==> config.mk <==
export PLATFORM = sky130hd
export DESIGN_NAME = sink_buf_ctrl
export DESIGN_NICKNAME = d
export VERILOG_FILES = /design/src/rtl/sink_buf_pkg.sv /design/src/rtl/sink_xor_acc.sv /design/src/rtl/sink_buf_ctrl.sv
export SDC_FILE = /design/constraint.sdc
export NUM_CORES = 1
export LEC_CHECK = 0
export BUFFER_PORTS_ARGS = -buffer_cell sky130_fd_sc_hd__buf_2
export CAP_MARGIN = 20
export CELL_PAD_IN_SITES_DETAIL_PLACEMENT = 1
export CELL_PAD_IN_SITES_GLOBAL_PLACEMENT = 1
export CORE_UTILIZATION = 35
export DETAILED_ROUTE_END_ITERATION = 12
export PLACE_DENSITY_LB_ADDON = 0.1
export SYNTH_ARGS = -nofsm -noshare
export SYNTH_HDL_FRONTEND = slang
export SYNTH_HIERARCHICAL = 1
export SYNTH_SLANG_ARGS = --single-unit
==> constraint.sdc <==
create_clock -name clk -period 2.23 [get_ports clk]
set_clock_uncertainty 0.05 [all_clocks]
set_input_delay 0.223 -clock clk [delete_from_list [all_inputs] [get_ports clk]]
set_output_delay 0.223 -clock clk [all_outputs]
set_load 0.05 [all_outputs]
==> src/rtl/sink_buf_pkg.sv <==
// Shared definitions for the receive-side sink buffer controller.
// Holds the controller state encoding and the default geometry constants.
// No logic; imported by sink_buf_ctrl and sink_xor_acc.
package sink_buf_pkg;

  localparam int DEF_ADDR_W    = 8;
  localparam int DEF_DEPTH     = 16;
  localparam int DEF_HDR_BYTES = 2;

  typedef enum logic [2:0] {
    ST_IDLE    = 3'd0,
    ST_HEADER  = 3'd1,
    ST_CAPTURE = 3'd2,
    ST_FULL    = 3'd3,
    ST_RD_ADDR = 3'd4,
    ST_RD_WAIT = 3'd5,
    ST_RD_OUT  = 3'd6
  } sink_state_t;

endpackage

==> src/rtl/sink_xor_acc.sv <==
// Purpose: running XOR of accepted bytes, cleared at the start of each frame.
// Latency: acc reflects a byte on the cycle after its enable; clear wins over enable.
// Backpressure: none; consumes one byte per enabled cycle.
// Ports: clk, reset (async high), clear, enable, din[7:0] -> acc[7:0].
// Only compiled when SINK_BUF_CHECKSUM_EN is defined (the only user sits under it).
`ifdef SINK_BUF_CHECKSUM_EN
module sink_xor_acc
  import sink_buf_pkg::*;
(
  input  logic       clk,
  input  logic       reset,
  input  logic       clear,
  input  logic       enable,
  input  logic [7:0] din,
  output logic [7:0] acc
);

  always_ff @(posedge clk or posedge reset) begin
    if (reset) begin
      acc <= 8'h00;
    end else if (clear) begin
      acc <= 8'h00;
    end else if (enable) begin
      acc <= acc ^ din;
    end
  end

endmodule
`endif

==> src/rtl/sink_buf_ctrl.sv <==
// Purpose: sequences single-port f_mem between header-stripping byte capture and frame readout.
// Latency: writes go to f_mem combinationally (0 cycles); readout byte valid 3 cycles after rd_start / after each accept.
// Backpressure: rd_valid/rd_data held until rd_ready; no write backpressure, bytes arriving while FULL are dropped (overflow).
// Ports: clk, reset (async high); start_sink, wr_valid/wr_data/wr_last in; rd_start, rd_ready in,
//        rd_valid/rd_data out; mem_addr/mem_data/mem_wren to f_mem, mem_q from f_mem;
//        busy, frame_done, frame_len, overflow, checksum status.
// Optional: SINK_BUF_CHECKSUM_EN adds the payload XOR accumulator; otherwise checksum is 0.
module sink_buf_ctrl
  import sink_buf_pkg::*;
#(
  parameter int ADDR_W    = DEF_ADDR_W,
  parameter int DEPTH     = DEF_DEPTH,
  parameter int HDR_BYTES = DEF_HDR_BYTES
) (
  input  logic              clk,
  input  logic              reset,
  input  logic              start_sink,
  input  logic              wr_valid,
  input  logic [7:0]        wr_data,
  input  logic              wr_last,
  input  logic              rd_start,
  output logic              rd_valid,
  output logic [7:0]        rd_data,
  input  logic              rd_ready,
  output logic [ADDR_W-1:0] mem_addr,
  output logic [7:0]        mem_data,
  output logic              mem_wren,
  input  logic [7:0]        mem_q,
  output logic              busy,
  output logic              frame_done,
  output logic [ADDR_W:0]   frame_len,
  output logic              overflow,
  output logic [7:0]        checksum
);

  localparam int HC_W = $clog2(HDR_BYTES + 2);
  localparam logic [HC_W-1:0]   HDR_LAST  = HC_W'((HDR_BYTES == 0) ? 0 : HDR_BYTES - 1);
  localparam logic [ADDR_W-1:0] LAST_ADDR = ADDR_W'(DEPTH - 1);

  sink_state_t       state_q, state_d;
  logic [ADDR_W-1:0] wr_ptr, rd_ptr;
  logic [HC_W-1:0]   hdr_cnt;

  logic start_acc;   // start_sink honoured (ignored during readout)
  logic wr_acc;      // a byte that counts: a coincident start_sink voids it
  logic wr_end;      // final payload write of the frame
  logic hdr_end;     // last header byte discarded
  logic rd_accept;
  logic rd_end;      // consumer took the last stored byte

  always_comb begin
    start_acc = start_sink && (state_q inside {ST_IDLE, ST_HEADER, ST_CAPTURE, ST_FULL});
    wr_acc    = wr_valid && !start_sink;
    wr_end    = (state_q == ST_CAPTURE) && wr_acc && ((wr_ptr == LAST_ADDR) || wr_last);
    hdr_end   = (state_q == ST_HEADER) && wr_acc && (hdr_cnt == HDR_LAST);
    rd_accept = (state_q == ST_RD_OUT) && rd_ready;
    rd_end    = rd_accept && ({1'b0, rd_ptr} == (frame_len - 1'b1));
  end

  // State register
  always_ff @(posedge clk or posedge reset) begin
    if (reset) begin
      state_q <= ST_IDLE;
    end else begin
      state_q <= state_d;
    end
  end

  // Next state
  always_comb begin
    state_d = state_q;
    if (start_acc) begin
      state_d = (HDR_BYTES == 0) ? ST_CAPTURE : ST_HEADER;
    end else begin
      case (state_q)
        ST_HEADER:  if (hdr_end) state_d = ST_CAPTURE;
        ST_CAPTURE: if (wr_end) state_d = ST_FULL;
        ST_FULL:    if (rd_start) state_d = ST_RD_ADDR;
        ST_RD_ADDR: state_d = ST_RD_WAIT;
        ST_RD_WAIT: state_d = ST_RD_OUT;
        ST_RD_OUT:  if (rd_accept) state_d = rd_end ? ST_FULL : ST_RD_ADDR;
        default:    state_d = state_q;
      endcase
    end
  end

  // Outputs decoded from state
  always_comb begin
    mem_addr = rd_ptr;
    mem_data = 8'h00;
    mem_wren = 1'b0;
    rd_valid = (state_q == ST_RD_OUT);
    busy     = (state_q != ST_IDLE) && (state_q != ST_FULL);
    if ((state_q == ST_HEADER) || (state_q == ST_CAPTURE)) begin
      mem_addr = wr_ptr;
    end
    if (state_q == ST_CAPTURE) begin
      mem_data = wr_data;
      mem_wren = wr_acc;
    end
  end

  // Pointers, frame bookkeeping and readout data
  always_ff @(posedge clk or posedge reset) begin
    if (reset) begin
      wr_ptr     <= '0;
      rd_ptr     <= '0;
      hdr_cnt    <= '0;
      frame_len  <= '0;
      frame_done <= 1'b0;
      overflow   <= 1'b0;
      rd_data    <= 8'h00;
    end else begin
      frame_done <= wr_end;
      if (start_acc) begin
        wr_ptr    <= '0;
        hdr_cnt   <= '0;
        frame_len <= '0;
        overflow  <= 1'b0;
      end else begin
        if ((state_q == ST_HEADER) && wr_acc) hdr_cnt <= hdr_cnt + 1'b1;
        if (mem_wren) wr_ptr <= wr_ptr + 1'b1;
        if (wr_end) frame_len <= {1'b0, wr_ptr} + 1'b1;
        if ((state_q == ST_FULL) && wr_acc) overflow <= 1'b1;
        if ((state_q == ST_FULL) && rd_start) rd_ptr <= '0;
      end
      // f_mem q is valid in RD_WAIT for the address presented in RD_ADDR
      if (state_q == ST_RD_WAIT) rd_data <= mem_q;
      if (rd_accept) rd_ptr <= rd_ptr + 1'b1;
    end
  end

`ifdef SINK_BUF_CHECKSUM_EN
  sink_xor_acc u_xor_acc (
    .clk    (clk),
    .reset  (reset),
    .clear  (start_acc),
    .enable (mem_wren),
    .din    (wr_data),
    .acc    (checksum)
  );
`else
  assign checksum = 8'h00;
`endif

endmodule

==> out/qor.csv, run 1 <==
metric,value,unit
wl,6490,um
vias_per_cell,5.25,
synth.most_common_cell,dfrtp_1,
cts_hold_buf,0,
synth_seq_area_share,40.9,%
htree_levels,2,
antennaDiodeCount,0,
min_path_type,in2async,
drive_above_1_share,32.6,%
post_cts_buffers,0,
vias,2175,
start_util,36.2,%
nets,360,
rr_worst_depth,6,
die_w,85.6,um
postSynthAreaPerCell,9.26,um^2
hold_viol,0,
powerDensity,888,nW/um^2
synth_top_area_share,40.9,%
synth_area_leader_cell,dfrtp_1,
rsz0062_at_grt,no,
drc,0,
io_buffers,60,
clk_latency,0.29,ns
p_sw_share,42.4,%
overflow,0,
cp_max_fo,8,
fin_crit,2.13,ns
grt_pass1_vias,2154,
final.period_utilization,95.4,%
cts_tree,built,
synth_cells,264,
cap_violations,0,
gp_congestion,0.769,
route.antenna.remaining_nets,0,
outcome,finished clean,
synth-edff-count,0,
ios,69,
crit_type,reg2out,
tightest_slew,0.554,ns
core,6760,um^2
setup_tns,0,ns
dp_hpwl,4940,um
dr.pass1.iters,5,
placed_cell_area,2870,um^2
die-area,7320,um^2
required,1.96,ns
p_clk_share,22.7,%
fmax,470,MHz
async_flop_share,100,%
worstPathArrival,1.85,ns
synth_cell_type_count,46,
synthTopCellsByCount,"40 x dfrtp_1, 23 x nor2_1, 21 x nand2_1",
num_rows,30,
seqPwrFrac,36.7,%
drt-initial-drc-count,54,
grt_max_degree,41,
slew_headroom,63.1,%
synthesis.area,2440,um^2
critPathCaptureType,output port,
clkTransAtPathRegs,0.09,ns
antenna_found_initial,0,
wl_per_cell,15.7,um
finalInstanceArea,2990,um^2
cts_made_buffers,5,
area_growth_syn_to_layout,22.3,%
setup_viol,0,
power,0.00265,W
cellLeakagePower,1.49,nW
whs,0.00373,ns
p_switching,0.00113,W
synth-main-ff-cell,dfrtp_1,
ys_top_cells_by_area,"dfrtp_1 41%, mux2_2 7.4%, and3_1 4.4%, xnor2_1 3.9%, nor2_1 3.5%",
ys_ff_latch,40,
grt_pass1_wl,10800,um
die_y,85.6,um
ir_worst_vdd,596,uV
cts_root_buffer,clkbuf_8,
combPwrFrac,40.6,%
ys_warn_count,6,
cp-start-kind,flop,
intPower,0.00153,W
clock_sinks,40,
clock_path_buffers,2,
grtUsageTotal,18.7,%
drv_slew,0,
stage by stage:
stage	setup WS [ns]	instances	utilization, %
floorplan	0.0177	271	-
global placement	0.245	406	42.5
detailed placement	0.206	406	42.5
CTS	0.0309	414	44.2
global route	0.00599	414	44.3
finish	0.102	414	44.3
layout make-up:
cell class	instances	area, um^2
clock buffers	5	68.8
clock inverters	3	42.5
fillers	850	3770
inverters	7	26.3
multi-input cells	203	1330
flip-flops and latches	40	1000
well taps	80	100
repair buffers	76	420
power groups by stage:
stage                     combinational (W)  sequential [W]  clock [W]
final                               0.00108        0.000974   0.000603
after global routing                0.00116        0.000995   0.000660
after CTS                           0.00109        0.000973   0.000637
after detailed placement            0.00108        0.000986          0
after global placement              0.00107        0.000982          0
after floorplan                    0.000581         0.00121          0
worst max-delay path, cell delays in order (launching register included):
cell     delay (ns)
dfrtp_2        0.43
nor2b_1        0.20
nor2_1         0.10
nor2_2         0.09
buf_4          0.18
mux2_2         0.35
buf_2          0.21
repair_timing:
item                       4_1_cts  5_1_grt
resized for setup                1        3
setup endpoints to repair        3        9
hold endpoints to repair         0        0
flip-flops by register name (all words and copies together) (netlist names):
signal / flops
frame_done: 1
frame_len: 9
hdr_cnt: 2
overflow: 1
rd_data: 8
rd_ptr: 8
state_q: 3
wr_ptr: 8
metal layers:
metal	GRT usage (%)	up-vias	share of wire, %
met3	3.18	9	2.8
met2	31.5	43	48
met1	24.9	1069	48
li1	-	1054	-
met4	5.15	0	1.4
met5	0	-	0
path summary, 6_finish.rpt:
kind                                    from            to  slack [ns]
worst max-delay path              state_q[0]   mem_addr[5]        0.10
worst min register to register    hdr_cnt[0]    hdr_cnt[0]        0.45
max in group asynchronous              reset  frame_len[2]        1.72
min in group clk                    mem_q[1]    rd_data[1]        0.10
worst max register to register  frame_len[2]    state_q[2]        0.20
worst min-delay path                   reset    rd_data[7]       0.004
placed cells by master (no fill, tap or decap), types with 2 or more instances in the layout:
cell type	instances
nand4_1	4
and2_1	3
o21ai_0	16
buf_2	60
clkbuf_8	5
dfrtp_2	3
nand2_1	21
nor4_1	3
xnor2_1	11
nor3_1	4
inv_1	7
nor2_1	22
a31oi_1	3
nand3_1	17
xor2_1	9
and3_1	17
a21oi_1	8
conb_1	8
ha_1	4
nor2_2	2
nor2b_1	4
o211ai_1	3
nor4b_1	2
mux2_2	16
dfrtp_1	37
a211oi_1	5
buf_4	16
nand2b_1	2
cells by family (layout without fill, tap and decap cells):
group | after synthesis | after routing | share of synthesized area (%)
flops | 40 | 40 | 40.9
fa+ha+maj | 4 | 4 | 2.05
xor+xnor | 20 | 20 | 7.16
other cells | 1 | 8 | 0.153
simple gates | 109 | 109 | 23.3
compound gates | 45 | 45 | 12.6
mux | 17 | 17 | 7.78
buf+inv | 28 | 91 | 6.04
(Power assumes the default switching activity.)
==> run 2: changes to the inputs <==
Settings changed: CORE_UTILIZATION 35 to 39.
==> out/qor.csv, run 2 (same netlist as run 1, synthesis figures left out) <==
metric,value,unit
final_cell_mix,"60 x buf_2, 37 x dfrtp_1, 23 x nor2_1, 21 x nand2_1, 18 x buf_4",
num_rows,28,
placed_cell_area,2890,um^2
required,1.96,ns
cts_hold_buf,0,
vias_per_cell,5.28,
grt_pass1_wl,11000,um
slowest_stage,dfrtp_2,
drt-initial-drc-count,80,
intPower,0.00157,W
setup_viol,0,
start_util,40.8,%
area_growth_syn_to_layout,23.8,%
ir_worst_vdd,590,uV
cap_violations,0,
p_switching,0.00117,W
cellLeakagePower,1.51,nW
die-area,6590,um^2
drv_slew,0,
core,5990,um^2
setup_tns,0,ns
largest_reg_flops,9,
die_w,81.2,um
violations,hold timing,
whs,-0.00830,ns
outcome,finished with violations,
min_path_type,in2async,
vias,2176,
grtUsageTotal,22.0,%
drc,0,
grt_pass1_vias,2263,
final_common_cell,buf_2,
top_register,frame_len,
ios,69,
hold_viol,7,
fillers,728,
critPathCaptureType,output port,
grt_max_degree,41,
worstPathCellList,"nor2b_2, nor2_1, nor2_2, buf_12, mux2_2, buf_2",
worstPathArrival,1.86,ns
dp_hpwl,5030,um
fmax,469,MHz
clock_sinks,40,
p_sw_share,42.7,%
seqPwrFrac,35.9,%
combPwrFrac,41.4,%
fin_crit,2.13,ns
overflow,0,
wl_per_cell,16.2,um
drive_above_1_share,33.2,%
clk_latency,0.29,ns
critPathMaxStageDelay,0.46,ns
antennaDiodeCount,0,
clkTransAtPathRegs,0.09,ns
die_y,81.2,um
htree_levels,2,
slew_headroom,64.3,%
p_clk_share,22.7,%
nets,363,
io_buffers,60,
cts_root_buffer,clkbuf_8,
final.period_utilization,95.6,%
cts_tree,built,
finalInstanceArea,3030,um^2
clock_path_buffers,2,
cp-start-kind,flop,
route.antenna.remaining_nets,0,
cp_max_fo,8,
crit_type,reg2out,
tightest_slew,0.536,ns
wl,6690,um
gp_congestion,0.787,
cts_made_buffers,5,
dr.pass1.iters,4,
antenna_found_initial,0,
powerDensity,902,nW/um^2
rsz0062_at_grt,no,
[run 2: cell count changes in the layout (fill, tap and decap cells not counted), sizes merged]
cell,change
buf,+3
inv,+1
clkinv,-1
[run 2: through the flow]
stage,hold slack [ns],power (W),util [%],cells,worst slack (ns)
3_5_place_dp,0.339,0.00208,48.2,402,0.158
5_1_grt,0.0693,0.00288,50.5,412,0.0292
3_3_place_gp,0.336,0.00204,48.2,402,0.225
4_1_cts,0.0117,0.00271,50.1,410,0.0177
6_report,-0.00830,0.00273,50.5,412,0.0974
2_1_floorplan,0.262,0.00179,-,271,0.0177
[run 2: per-layer routing]
layer	wire length (um)	track usage [%]	up-vias	part of all wire, %
li1	-	-	1059	-
met1	3030	27.5	1050	45
met2	3250	37.5	54	49
met3	277	4.83	13	4.1
met4	121	6.61	0	1.8
met5	0	0	-	0
[run 2: layout make-up]
type                    count  area, um^2  share of cell area (%)
inverters                   7        26.3                   0.868
well taps                  75        93.8                    3.10
clock buffers               5        68.8                    2.27
flip-flops and latches     40        1000                    33.2
clock inverters             3        46.3                    1.53
repair buffers             79         455                    15.0
multi-input cells         203        1330                    44.0
[run 2: final timing paths]
path | slack, ns | cells past startpoint | start | endpoint
worst max-delay path | 0.1 | 6 | state_q[0] | mem_addr[5]
worst min-delay path | -0.008 | 3 | reset | rd_data[3]
worst max register to register | 0.12 | 6 | frame_len[2] | state_q[2]
worst min register to register | 0.45 | 1 | rd_data[4] | rd_data[4]
max in group asynchronous | 1.73 | 3 | reset | frame_len[2]
min in group clk | 0.10 | 2 | mem_q[5] | rd_data[5]
[run 2: power by group through the flow]
stage               sequential (W)  clock, W  combinational [W]
floorplan                  0.00121         0           0.000581
finish                    0.000981  0.000619            0.00113
global placement          0.000982         0            0.00106
CTS                       0.000981  0.000638            0.00110
detailed placement        0.000991         0            0.00109
global route               0.00100  0.000663            0.00121
[run 2: timing repair]
action / CTS / global route
pin swaps: 0 / 0
setup buffers: 0 / 2
setup endpoints to repair: 8 / 8
endpoints found under the hold margin: 0 / 0
gates resized for setup: 2 / 3
[run 2: critical path, delay by kind of cell (launching register included)]
kind / cells / cell delay (ns)
and+or+nand+nor: 3 / 0.45
buffers and inverters: 2 / 0.35
muxes: 1 / 0.28
DFF: 1 / 0.46
